## config.mk

```make
export PLATFORM = sky130hd
export DESIGN_NAME = aliens_bus_ctrl
export DESIGN_NICKNAME = d
export VERILOG_FILES = /design/src/rtl/aliens_bus_ctrl.sv
export SDC_FILE = /design/constraint.sdc
export NUM_CORES = 1
export LEC_CHECK = 0
export CAP_MARGIN = 30
export CORE_MARGIN = 10
export CORE_UTILIZATION = 25
export DETAILED_ROUTE_END_ITERATION = 6
export GPL_TIMING_DRIVEN = 0
export PLACE_DENSITY = 0.5
export SLEW_MARGIN = 20
export SYNTH_ARGS = -nofsm -noshare
export SYNTH_HDL_FRONTEND = slang
export SYNTH_SLANG_ARGS = --single-unit
```

## constraint.sdc

```tcl
create_clock -name clk -period 2.1 [get_ports clk]
set_clock_uncertainty 0.2 [all_clocks]
set_input_delay 0.42 -clock clk [delete_from_list [all_inputs] [get_ports clk]]
set_output_delay 0.42 -clock clk [all_outputs]
set_load 0.02 [all_outputs]
```

## src/rtl/aliens_bus_ctrl.sv

```systemverilog
// Aliens CPU bus sequencer: address strobe, ROM wait states, bank and control latches.
// Define ALIENS_BUS_CTRL_READBACK_EN to make the control byte readable at CTRL_ADDR.
module aliens_bus_ctrl #(
    parameter int          WAIT_ROM  = 2,
    parameter logic [15:0] CTRL_ADDR = 16'h5F88
) (
    input  logic       clk,
    input  logic       rst,
    input  logic       cpu_req,
    input  logic       cpu_wr,
    input  logic [15:0] cpu_addr,
    input  logic [7:0] cpu_dout,
    input  logic       lines_stb,
    input  logic [7:0] lines_data,
    output logic       as,
    output logic [5:0] ma,
    output logic       bk4,
    output logic       init,
    output logic       woco,
    output logic [3:0] prog_bank,
    output logic       cpu_ready,
    output logic [7:0] cpu_din
);

    typedef enum logic [1:0] {IDLE, ADDR, WAIT, DONE} state_t;

    localparam logic [2:0] WAIT_CNT = (WAIT_ROM > 0) ? 3'(WAIT_ROM - 1) : 3'd0;

`ifdef ALIENS_BUS_CTRL_READBACK_EN
    localparam logic [7:0] KEEP = 8'hFF;
`else
    localparam logic [7:0] KEEP = 8'h60;
`endif

    state_t      state, state_nx;
    logic [2:0]  cnt_q, cnt_nx;
    logic [15:0] addr_q;
    logic        wr_q;
    logic [7:0]  dout_q;
    logic [4:0]  bank_q;
    logic [7:0]  ctrl_q;
    logic        rom_hit;
    logic        ctrl_hit;
    logic        ctrl_wr;

    assign rom_hit  = addr_q >= 16'h6000;
    assign ctrl_hit = addr_q == CTRL_ADDR;
    assign ctrl_wr  = (state == DONE) && wr_q && ctrl_hit;

    always_ff @(posedge clk) begin
        if (rst) begin
            state <= IDLE;
            cnt_q <= 3'd0;
        end else begin
            state <= state_nx;
            cnt_q <= cnt_nx;
        end
    end

    always_comb begin
        state_nx = state;
        cnt_nx   = cnt_q;
        unique case (state)
            IDLE: if (cpu_req) state_nx = ADDR;
            ADDR: begin
                if (rom_hit && (WAIT_ROM > 0)) begin
                    state_nx = WAIT;
                    cnt_nx   = WAIT_CNT;
                end else begin
                    state_nx = DONE;
                end
            end
            WAIT: begin
                if (cnt_q == 3'd0) state_nx = DONE;
                else               cnt_nx   = cnt_q - 3'd1;
            end
            DONE:    state_nx = IDLE;
            default: state_nx = IDLE;
        endcase
    end

    // Request fields are captured only when a new bus cycle is accepted.
    always_ff @(posedge clk) begin
        if (rst) begin
            addr_q <= 16'h0000;
            wr_q   <= 1'b0;
            dout_q <= 8'h00;
        end else if ((state == IDLE) && cpu_req) begin
            addr_q <= cpu_addr;
            wr_q   <= cpu_wr;
            dout_q <= cpu_dout & KEEP;
        end
    end

    always_ff @(posedge clk) begin
        if (rst)            bank_q <= 5'd0;
        else if (lines_stb) bank_q <= lines_data[4:0];
    end

    always_ff @(posedge clk) begin
        if (rst)          ctrl_q <= 8'h00;
        else if (ctrl_wr) ctrl_q <= dout_q;
    end

    assign as        = state != IDLE;
    assign cpu_ready = state == DONE;
    assign ma        = addr_q[15:10];
    assign prog_bank = bank_q[3:0];
    assign bk4       = bank_q[4];
    assign init      = ctrl_q[6];
    assign woco      = ctrl_q[5];

`ifdef ALIENS_BUS_CTRL_READBACK_EN
    assign cpu_din = ((state == DONE) && !wr_q && ctrl_hit) ? ctrl_q : 8'h00;
`else
    assign cpu_din = 8'h00;
    logic unused_ctrl;
    assign unused_ctrl = ^{ctrl_q[7], ctrl_q[4:0]};
`endif

    logic unused_lines;
    assign unused_lines = ^lines_data[7:5];

endmodule

```

# [Yosys cells after proc, flatten, opt, wreduce, memory -nomap -nowiden]
# Index checks and enable logic that the tools add are counted.
[totals] reg_bits=31 in_bits=37 output_inout_bits=23 word_cells=33
[op_classes] add_sub_neg=1 order_cmp=1 n_eq_ne=8 mux=7 n_reduce_logical=9
[ops] op="16-bit by 15-bit == test with 1-bit output, second input constant" n=1
[ops] op="16-bit by 15-bit greater-or-equal comparator with 1-bit output, second input constant" n=1
[ops] op="2-bit != test, second input constant" n=4
[ops] op="2-bit case mux with 4 select lines" n=1
[ops] op="3-bit two-way mux" n=2
[ops] op="3-bit case mux with 2 select lines" n=1
[ops] op="2-bit == test, second input constant" n=2
[ops] op="2-bit two-way mux" n=2
[ops] op="2-bit nonzero test" n=2
[ops] op="1-bit logical AND" n=3
[ops] op="3-bit zero test" n=1
[ops] op="3-bit AND reduction" n=1
[ops] op="3-bit by 1-bit subtractor with 3-bit output, second input constant" n=1
[ops] op="2-bit by 1-bit == test with 1-bit output, second input constant" n=1
[ops] op="2-bit zero test" n=1
[ops] op="2-bit AND reduction" n=1
[ops] op="1-bit two-way mux" n=1

# [Longest topological paths before layout]
# Gate-level depths: netlist of the first run.
[logic_depth] ltp_word=3 mapped_depth=7 mapped_depth_nobuf=6

# [Least setup slack after synthesis of the first run]
# OpenSTA, ideal clock, no wires.
[synth_path] path_type="flip-flop to flip-flop" startpoint="register state[0]" endpoint="register cnt_q[1]" setup_ns=0.128 t_arrival_ns=1.426 t_required_ns=1.772 setup_slack_ns=0.346 path_stages_with_launch=7 path_buffers=0 period_less_slack_ns=1.754 cell_sequence="dfxtp_1 > inv_1 > ha_1 > and3b_1 > a311oi_1 > mux2i_1 > nor2_1"
[synth_via] elab_chain_len=3 elab_cells_between_ends=7 cone_classes="eq/ne: 4; mux: 1; reduce/logical: 2"
[synth_rtl] item="start, declared" line_no="35" source="state_t state, state_nx;"
[synth_rtl] item="start signal, assigned" line_no="55" source="state <= state_nx;"
[synth_rtl] item="2-bit == test / 2-bit by 1-bit == test with 1-bit output (equally long branches)" line_no="63" source="unique case (state)"
[synth_rtl] item="2-bit != test (no line) / 2-bit nonzero test (equally long branches)"
[synth_rtl] item="3-bit AND reduction (no line)"
[synth_rtl] item="end signal, assigned" line_no="56" source="cnt_q <= cnt_nx;"
[synth_rtl] item="end, declared" line_no="36" source="logic [2:0] cnt_q, cnt_nx;"
# Parallel ways exist; a longest one is shown, timed or not.
# A chain may end at the register's enable or synchronous reset.

# [Worst setup path after layout of the first run]
[layout_path] startpoint="register state[0]" endpoint="output port as"
[layout_via] elab_chain_len=1
[layout_rtl] item="2-bit nonzero test" line_no="105" source="assign as = state != IDLE;"
[layout_rtl] item="end, declared" line_no="15" source="output logic as,"
# Every way passes these cells.

==> results.py, run 1 <==
metrics = {
    "status": {
        "outcome": "complete, no violations",
    },
    "global_route": {
        "grt_max_degree": 11,
        "overflow": 0,
        "antenna_found_initial": 0,
        "grt_pass1_wl_um": 5890,
        "grt_pass1_vias": 1214,
        "grt_usage": 0.0826,
    },
    "synth": {
        "synth-seq-cells": 31,
        "async_flop_share": 0,
        "synth_edf_count": 0,
        "yosys-top-cells-area": "dfxtp_1 (43%), nand2_1 (11%), buf_4 (7.4%), a21oi_1 (7.0%), mux2i_1 (6.3%)",
        "syn_inst": 173,
        "yosys.area.top_type_share": 0.434,
        "syn_area_sq_um": 1430,
        "ys_seq_area_frac": 0.434,
        "synth.avg_cell_area_sq_um": 8.26,
        "synth_top_area_cell": "dfxtp_1",
        "synth_ff_type": "dfxtp_1",
        "synthDistinctLibCells": 26,
        "ys_warn_count": 0,
    },
    "critical_path": {
        "critPathArrivalTime_ns": 1.37,
        "max_stage_delay_ns": 0.39,
        "cpMostUsedCell": "inv_1",
        "crit_type": "flip-flop to output port",
        "crit_slowest_cell": "dfxtp_1",
        "worstPathRequired_ns": 1.48,
        "critical_path_buf_inv_count": 3,
        "rrSetupSlack_ns": 0.22,
        "path_delay_family": "buffers and inverters",
        "cp-start-kind": "flip-flop",
        "crit_fanout": 4,
        "crit_path_cell_trace": "inv_1, ha_1, inv_1, clkdlybuf4s15_1",
        "worst_setup_path_end_kind": "output port",
    },
    "clock_tree": {
        "cts_setup_buffers": 0,
        "path_clk_slew_ns": 0.07,
        "cts_buffers": 5,
        "clock_sinks": 31,
        "cts_tree": "yes",
        "clock_latency_ns": 0.28,
        "clk_path_buf_depth": 2,
        "htreeDepth": 2,
        "cts_root_buf": "clkbuf_8",
    },
    "route": {
        "vias": 1207,
        "route.detailed.wl_per_inst_um": 12.1,
        "drt-total-wl_um": 3620,
        "vias_per_cell": 4.02,
        "drtAntennaViolNets": 0,
        "drt_first_iter_violations": 39,
        "remaining_drc_errors": 0,
        "first_pass_iters": 4,
    },
    "power": {
        "switching_share": 0.346,
        "power.switching_mw": 0.710,
        "power_frac_seq": 0.369,
        "ir_drop_mv": 0.348,
        "p_int_mw": 1.34,
        "powerDensity_nw_per_um2": 999,
        "comb_power_share": 0.381,
        "power_mw": 2.06,
        "p_leak_nw": 0.845,
        "clkPwrFrac": 0.250,
    },
    "final_layout": {
        "fin_util": 0.372,
        "layout-area-overhead-vs-synth_pct": 44.0,
        "drive_above_1_share": 0.118,
        "final_nets": 271,
        "stdcell_area_sq_um": 2060,
        "diodes": 0,
    },
    "timing": {
        "final-max-slew-violation-count": 0,
        "worstMarginPinSlew_ns": 0.625,
        "fin_setup_tns_ns": 0,
        "setup_viol": 0,
        "rsz0062_at_grt": "false",
        "hold_viol": 0,
        "fmax_ghz": 0.502,
        "period_share": 0.948,
        "whs_ns": 0.253,
        "slew_headroom": 0.583,
        "min_period_ns": 1.99,
    },
    "place": {
        "postPlaceCellArea_sq_um": 1960,
        "numPortBuffers": 41,
        "hpwl_um": 2750,
        "gp_congestion": 0.675,
    },
    "flow_run": {
        "max-cap-violations": 0,
    },
    "floorplan": {
        "rows": 27,
        "start_util": 0.258,
        "dieArea_sq_um": 9140,
        "die_w_um": 95.6,
        "io_pins": 60,
        "die-height_um": 95.6,
        "core-area_sq_um": 5540,
    },
    "min_path": {
        "min_path_type": "flip-flop to flip-flop",
    },
}
-- stage by stage --
step | worst slack, ns | instances
after floorplan | 0.346 | 180
after global placement | -0.222 | 293
after detailed placement | -0.224 | 293
after CTS | 0.0595 | 301
after global routing | 0.0226 | 300
final | 0.109 | 300
-- repair_timing --
item	4_1_cts	5_1_grt
resized for setup	2	4
setup endpoints to repair	2	15
hold buffers	0	0
-- cells in the final DEF (no fill, tap or decap), types with 4 or more instances in the layout --
master / instances
inv_1: 6
conb_1: 8
nor2_1: 11
mux2i_1: 9
nand2_1: 43
ha_1: 7
clkdlybuf4s50_1: 39
clkbuf_1: 4
nand2b_1: 5
buf_4: 14
a21oi_1: 20
clkbuf_8: 7
dfxtp_1: 31
-- worst register-to-register path: cells and delay by family, from the launching register on --
family | cells | cell delay (ns)
buffers and inverters | 1 | 0.10
muxes | 1 | 0.22
AOI/OAI and AO/OA | 1 | 0.26
DFF | 1 | 0.39
and+or+nand+nor | 2 | 0.28
adders and majority gates | 1 | 0.30
-- cell usage after synthesis, types with 3 or more instances --
master	instances
dfxtp_1	31
a21oi_1	20
clkbuf_1	5
nand2_1	43
nor3_1	3
nand2b_1	5
nor2_1	11
inv_1	6
ha_1	7
mux2i_1	9
buf_4	14
-- state kept, by name, indices dropped and copies added (netlist names) --
name,flops
addr_q,16
bank_q,5
cnt_q,3
ctrl_q,2
dout_q,2
state,2
wr_q,1
-- logic make-up after synthesis --
| group | share of synthesized area |
|---|---|
| adder cells (fa/ha/maj) | 0.0613 |
| AND/OR/NAND/NOR | 0.245 |
| buffers and inverters | 0.109 |
| AO/OA/AOI/OAI | 0.0841 |
| other | 0.00262 |
| multiplexers | 0.0630 |
| flip-flops | 0.434 |
-- final timing paths --
check | startpoint | endpoint | cells past startpoint
min reg2reg | addr_q[8]$_SDFFE_PP0P_ | addr_q[8]$_SDFFE_PP0P_ | 2
min | addr_q[8]$_SDFFE_PP0P_ | addr_q[8]$_SDFFE_PP0P_ | 2
max | state[0]$_SDFFE_PP0P_ | as | 4
max reg2reg | state[0]$_SDFFE_PP0P_ | cnt_q[1]$_SDFFE_PP0P_ | 6
-- area by class of cell --
cell class	count	area, sq um
Tap cell	72	90.1
Multi-Input combinational cell	122	684
Fill cell	605	3480
Timing Repair Buffer	41	409
Sequential cell	31	621
Inverter	6	22.5
Clock buffer	8	100
Buffer	20	131
-- power groups by stage --
stage / Sequential (mW) / Combinational (mW) / Clock, mW
global placement: 0.772 / 0.786 / 0
CTS: 0.759 / 0.784 / 0.538
global route: 0.772 / 0.884 / 0.564
finish: 0.758 / 0.784 / 0.514
floorplan: 0.762 / 0.537 / 0
detailed placement: 0.772 / 0.792 / 0
-- layer usage --
layer / track usage / vias up / routed length (um)
met2: 0.122 / 26 / 1650
met5: 0 / - / 0
met4: 0.0258 / 0 / 14
li1: - / 649 / -
met1: 0.100 / 530 / 1710
met3: 0.0448 / 2 / 252
Power figures use the tool's default switching activity.
==> inputs of run 2 (changes only) <==
--- a/config.mk
+++ b/config.mk
@@ -7,10 +7,10 @@
 export LEC_CHECK = 0
 export CAP_MARGIN = 30
 export CORE_MARGIN = 10
-export CORE_UTILIZATION = 25
+export CORE_UTILIZATION = 42
 export DETAILED_ROUTE_END_ITERATION = 6
 export GPL_TIMING_DRIVEN = 0
-export PLACE_DENSITY = 0.5
+export PLACE_DENSITY = 0.77
 export SLEW_MARGIN = 20
 export SYNTH_ARGS = -nofsm -noshare
 export SYNTH_HDL_FRONTEND = slang
==> run 2 against run 1 <==
Non-clock buffer count unchanged. Sequential power about the same. Worst setup slack got worse by 0.051 ns. Fmax decreased by 2.5%. Total power decreased by 9.3%. Routed wire length decreased by 7.3%.
==> results.py, run 2 (synthesis gave the netlist of run 1 again) <==
metrics = {
    "status": {
        "outcome": "complete, no violations",
    },
    "timing": {
        "final-max-slew-violation-count": 0,
        "setup_viol": 0,
        "fin_setup_tns_ns": 0,
        "worstMarginPinSlew_ns": 0.624,
        "finalWorstSetupSlack_ns": 0.0576,
        "hold_viol": 0,
        "period_share": 0.973,
        "slew_headroom": 0.583,
        "fmax_ghz": 0.490,
        "min_period_ns": 2.04,
        "rsz0062_at_grt": "false",
    },
    "critical_path": {
        "critPathArrivalTime_ns": 1.42,
        "worst_setup_path_end_kind": "output port",
        "max_stage_delay_ns": 0.59,
        "cp-start-kind": "flip-flop",
        "crit_fanout": 4,
        "crit_type": "flip-flop to output port",
        "worstPathRequired_ns": 1.48,
        "crit_slowest_cell": "clkdlybuf4s50_1",
        "crit_path_cell_trace": "buf_4, clkdlybuf4s50_1",
    },
    "place": {
        "hpwl_um": 2590,
        "gp_congestion": 0.752,
        "place_ws_ns": -0.134,
        "postPlaceCellArea_sq_um": 1920,
        "numPortBuffers": 41,
    },
    "clock_tree": {
        "clock_sinks": 31,
        "clock_latency_ns": 0.33,
        "path_clk_slew_ns": 0.10,
        "cts_buffers": 5,
        "clk_path_buf_depth": 2,
        "cts_setup_buffers": 0,
        "cts_tree": "yes",
        "cts_root_buf": "clkbuf_4",
        "htreeDepth": 2,
    },
    "final_layout": {
        "fin_util": 0.596,
        "largest_register_ff_count": 16,
        "drive_above_1_share": 0.114,
        "largest_register": "addr_q",
        "final_nets": 271,
        "diodes": 0,
        "stdcell_area_sq_um": 1970,
        "layout-area-overhead-vs-synth_pct": 38.2,
        "layout_common_cells": "nand2_1 (43), clkdlybuf4s50_1 (37), dfxtp_1 (31)",
        "reg_top3": "addr_q x16, bank_q x5, cnt_q x3",
        "final_common_cell": "nand2_1",
    },
    "route": {
        "vias_per_cell": 4.48,
        "drt-total-wl_um": 3360,
        "first_pass_iters": 4,
        "dr_wl_met2_um": 1580,
        "remaining_drc_errors": 0,
        "drt_first_iter_violations": 91,
        "wl_met1_um": 1500,
        "highest_layer": "met4",
        "vias": 1228,
        "route.detailed.wl_per_inst_um": 12.3,
        "drtAntennaViolNets": 0,
        "route.met3.wl_um": 237,
    },
    "floorplan": {
        "start_util": 0.432,
        "core-area_sq_um": 3310,
        "io_pins": 60,
        "die-height_um": 78.3,
        "dieArea_sq_um": 6130,
        "die_w_um": 78.3,
        "rows": 21,
    },
    "global_route": {
        "grt_pass1_wl_um": 5670,
        "grt_max_degree": 11,
        "grt_usage": 0.113,
        "grt_pass1_vias": 1281,
        "antenna_found_initial": 0,
        "overflow": 0,
    },
    "power": {
        "p_leak_nw": 0.853,
        "powerDensity_nw_per_um2": 944,
        "power_mw": 1.86,
        "ir_drop_mv": 0.519,
    },
    "flow_run": {
        "max-cap-violations": 0,
    },
    "min_path": {
        "min_path_type": "flip-flop to flip-flop",
    },
}
==> run 2: cell count changes in the layout (fill, tap and decap cells not counted) <==
cell,change
clkbuf_1,+2
clkdlybuf4s50_1,-2
clkbuf_4,+5
clkdlybuf4s15_1,-1
dlymetal6s2s_1,+2
clkinv_2,+1
clkbuf_8,-7
==> run 2: area by class of cell <==
class	count	area, sq um
plain buffers	20	130
clock buffers	7	45.0
clock inverters	1	5.00
fillers	345	1340
inverters	6	22.5
multi-input cells	122	684
flip-flops and latches	31	621
well taps	46	57.6
repair buffers	41	409
==> run 2: stage by stage <==
step	hold slack, ns	instances
final	0.256	274
after global placement	0.239	267
after CTS	0.258	275
after detailed placement	0.245	267
after floorplan	0.231	180
after global routing	0.291	274
==> run 2: metal layers <==
layer,up-vias,GRT usage
met2,40,0.191
met4,0,0.0394
met1,530,0.122
met5,-,0
met3,5,0.0535
li1,653,-
==> run 2: path summary, 6_finish.rpt <==
check                                        startpoint  cells after the start  slack, ns                endpoint
worst min register to register   addr_q[8]$_SDFFE_PP0P_                      2       0.26  addr_q[8]$_SDFFE_PP0P_
worst min-delay path             addr_q[8]$_SDFFE_PP0P_                      2       0.26  addr_q[8]$_SDFFE_PP0P_
worst max register to register    state[0]$_SDFFE_PP0P_                      6       0.22   cnt_q[1]$_SDFFE_PP0P_
worst max-delay path            addr_q[15]$_SDFFE_PP0P_                      2       0.06                   ma[5]
==> run 2: timing repair <==
item / 4_1_cts / 5_1_grt
gates cloned: 0 / 0
endpoints found under the setup margin: 2 / 14
hold buffers: 0 / 0
resized for setup: 2 / 5
==> run 2: worst max-delay path: cells and delay by family, from the launching register on <==
kind / cells / cell delay, ns
buffers and inverters: 2 / 0.71
flip-flops: 1 / 0.38
==> run 2: report_power, final <==
| group | internal (mW) | total (mW) | switching [mW] |
|---|---|---|---|
| Combinational | 0.347 | 0.770 | 0.424 |
| Clock | 0.130 | 0.335 | 0.204 |
| Sequential | 0.691 | 0.760 | 0.0687 |
| Total | 1.17 | 1.86 | 0.697 |
==> inputs of run 3 (changes only) <==
--- a/config.mk
+++ b/config.mk
@@ -6,7 +6,7 @@
 export NUM_CORES = 1
 export LEC_CHECK = 0
 export CAP_MARGIN = 30
-export CORE_MARGIN = 10
+export CORE_MARGIN = 2
 export CORE_UTILIZATION = 42
 export DETAILED_ROUTE_END_ITERATION = 6
 export GPL_TIMING_DRIVEN = 0
==> run 3 against run 2 <==
Clock power grew 20%. Sequential share of layout area fell by 0.34 points. Clock-buffer cell count did not move. Worst setup slack improved by 0.0065 ns. Die area down 37%.
==> results.py, run 3 (synthesis gave the netlist of run 1 again) <==
metrics = {
    "status": {
        "outcome": "complete, no violations",
    },
    "min_path": {
        "min_path_type": "flip-flop to flip-flop",
        "hold_end": "addr_q[8]$_SDFFE_PP0P_",
        "hold_start": "addr_q[8]$_SDFFE_PP0P_",
        "hold_path_depth": 2,
    },
    "route": {
        "drtAntennaViolNets": 0,
        "route.detailed.wl_per_inst_um": 10.5,
        "vias_per_cell": 4.52,
        "drt-total-wl_um": 2880,
        "vias": 1242,
        "first_pass_iters": 4,
        "drt_first_iter_violations": 31,
        "remaining_drc_errors": 0,
    },
    "floorplan": {
        "core-area_sq_um": 3310,
        "die_w_um": 62.3,
        "start_util": 0.432,
        "rows": 21,
        "io_pins": 60,
        "die-height_um": 62.3,
        "dieArea_sq_um": 3880,
    },
    "clock_tree": {
        "clock_sinks": 31,
        "cts_root_buf": "clkbuf_4",
        "clk_path_buf_depth": 2,
        "htreeDepth": 2,
        "path_clk_slew_ns": 0.10,
        "cts_setup_buffers": 0,
        "cts_tree": "yes",
        "clock_latency_ns": 0.32,
        "cts_buffers": 5,
    },
    "critical_path": {
        "rrSetupSlack_ns": 0.19,
        "r2r_cells": 6,
        "regToRegEndpoint": "addr_q[9]$_SDFFE_PP0P_",
        "critPathArrivalTime_ns": 1.42,
        "worst_setup_path_end_kind": "output port",
        "crit_type": "flip-flop to output port",
        "cp-start-kind": "flip-flop",
        "worstPathRequired_ns": 1.48,
        "r2r_start": "state[0]$_SDFFE_PP0P_",
        "crit_fanout": 4,
    },
    "timing": {
        "rsz0062_at_grt": "false",
        "fmax_ghz": 0.491,
        "fin_setup_tns_ns": 0,
        "period_share": 0.969,
        "hold_viol": 0,
        "min_period_ns": 2.04,
        "setup_viol": 0,
        "final-max-slew-violation-count": 0,
    },
    "final_layout": {
        "largest_register_ff_count": 16,
        "largest_register": "addr_q",
        "final_nets": 272,
        "fill_cells": 338,
        "reg_top3": "addr_q x16, bank_q x5, cnt_q x3",
        "layout-area-overhead-vs-synth_pct": 39.7,
        "stdcell_area_sq_um": 2000,
        "multi_input_area_sq_um": 684,
        "diodes": 0,
        "final_common_cell": "nand2_1",
        "seq_area_sq_um": 621,
        "drive_above_1_share": 0.122,
        "layout_common_cells": "nand2_1 (43), clkdlybuf4s50_1 (39), dfxtp_1 (31)",
    },
    "global_route": {
        "grt_max_degree": 11,
        "grt_pass1_vias": 1087,
        "overflow": 0,
        "antenna_found_initial": 0,
        "grt_pass1_wl_um": 4730,
        "grt_usage": 0.151,
    },
    "place": {
        "gp_congestion": 0.765,
        "postPlaceCellArea_sq_um": 1920,
        "numPortBuffers": 41,
        "hpwl_um": 2120,
    },
    "power": {
        "ir_drop_mv": 0.576,
        "p_leak_nw": 0.829,
        "powerDensity_nw_per_um2": 967,
    },
    "flow_run": {
        "max-cap-violations": 0,
    },
}
==> run 3: cell types whose count changed in the layout (fill, tap and decap cells not counted), sizes merged <==
cell and change:
clkdlybuf4s50 +2, clkinv -1, clkbuf +1, dlymetal6s2s -2
clkinvlp +1
==> run 3: layout make-up <==
cell class              instances  area share
plain buffers                  21      0.0671
clock buffers                   7      0.0326
clock inverters                 1     0.00376
inverters                       6      0.0113
multi-input cells             122       0.343
flip-flops and latches         31       0.311
well taps                      46      0.0288
repair buffers                 41       0.203
==> run 3: worst max-delay path, stage by stage, from the launching register on <==
cell	delay [ns]
dfxtp_1	0.39
buf_4	0.12
clkdlybuf4s50_1	0.59
==> run 3: worst max-delay path by stage <==
| stage | to | start | slack (ns) |
|---|---|---|---|
| 2_1_floorplan | cnt_q[1]$_SDFFE_PP0P_ | state[0]$_SDFFE_PP0P_ | 0.35 |
| 3_3_place_gp | addr_q[9]$_SDFFE_PP0P_ | rst | -0.09 |
| 3_5_place_dp | addr_q[9]$_SDFFE_PP0P_ | rst | -0.12 |
| 4_1_cts | as | state[0]$_SDFFE_PP0P_ | 0.02 |
| 5_1_grt | ma[4] | addr_q[14]$_SDFFE_PP0P_ | 0.004 |
| 6_report | ma[4] | addr_q[14]$_SDFFE_PP0P_ | 0.06 |
==> run 3: layer usage <==
layer / GRT usage / vias up / part of all wire
met5: 0 / - / 0
met4: 0.0667 / 0 / 0.012
met1: 0.190 / 548 / 0.48
met2: 0.245 / 33 / 0.46
met3: 0.0380 / 5 / 0.049
li1: - / 656 / -
==> run 3: power by group <==
part | internal, mW | switching (mW) | leakage (nW)
sequential | 0.691 | 0.0676 | 0.254
combinational | 0.349 | 0.418 | 0.537
clock | 0.196 | 0.208 | 0.0375
total | 1.24 | 0.693 | 0.829
==> run 3: timing repair <==
item | in CTS | in global routing
endpoints found under the hold margin | 0 | 0
resized for setup | 2 | 3
hold buffers | 0 | 0
setup endpoints to repair | 2 | 3
==> run 3: per-stage QoR <==
| step | hold slack, ns | instances | power, mW | utilization | worst slack (ns) |
|---|---|---|---|---|---|
| floorplan | 0.231 | 180 | 1.30 | - | 0.346 |
| global placement | 0.242 | 267 | 1.53 | 0.581 | -0.0932 |
| detailed placement | 0.244 | 267 | 1.54 | 0.581 | -0.117 |
| CTS | 0.259 | 275 | 1.93 | 0.602 | 0.0217 |
| global route | 0.283 | 275 | 2.06 | 0.603 | 0.00419 |
| finish | 0.257 | 275 | 1.93 | 0.603 | 0.0641 |
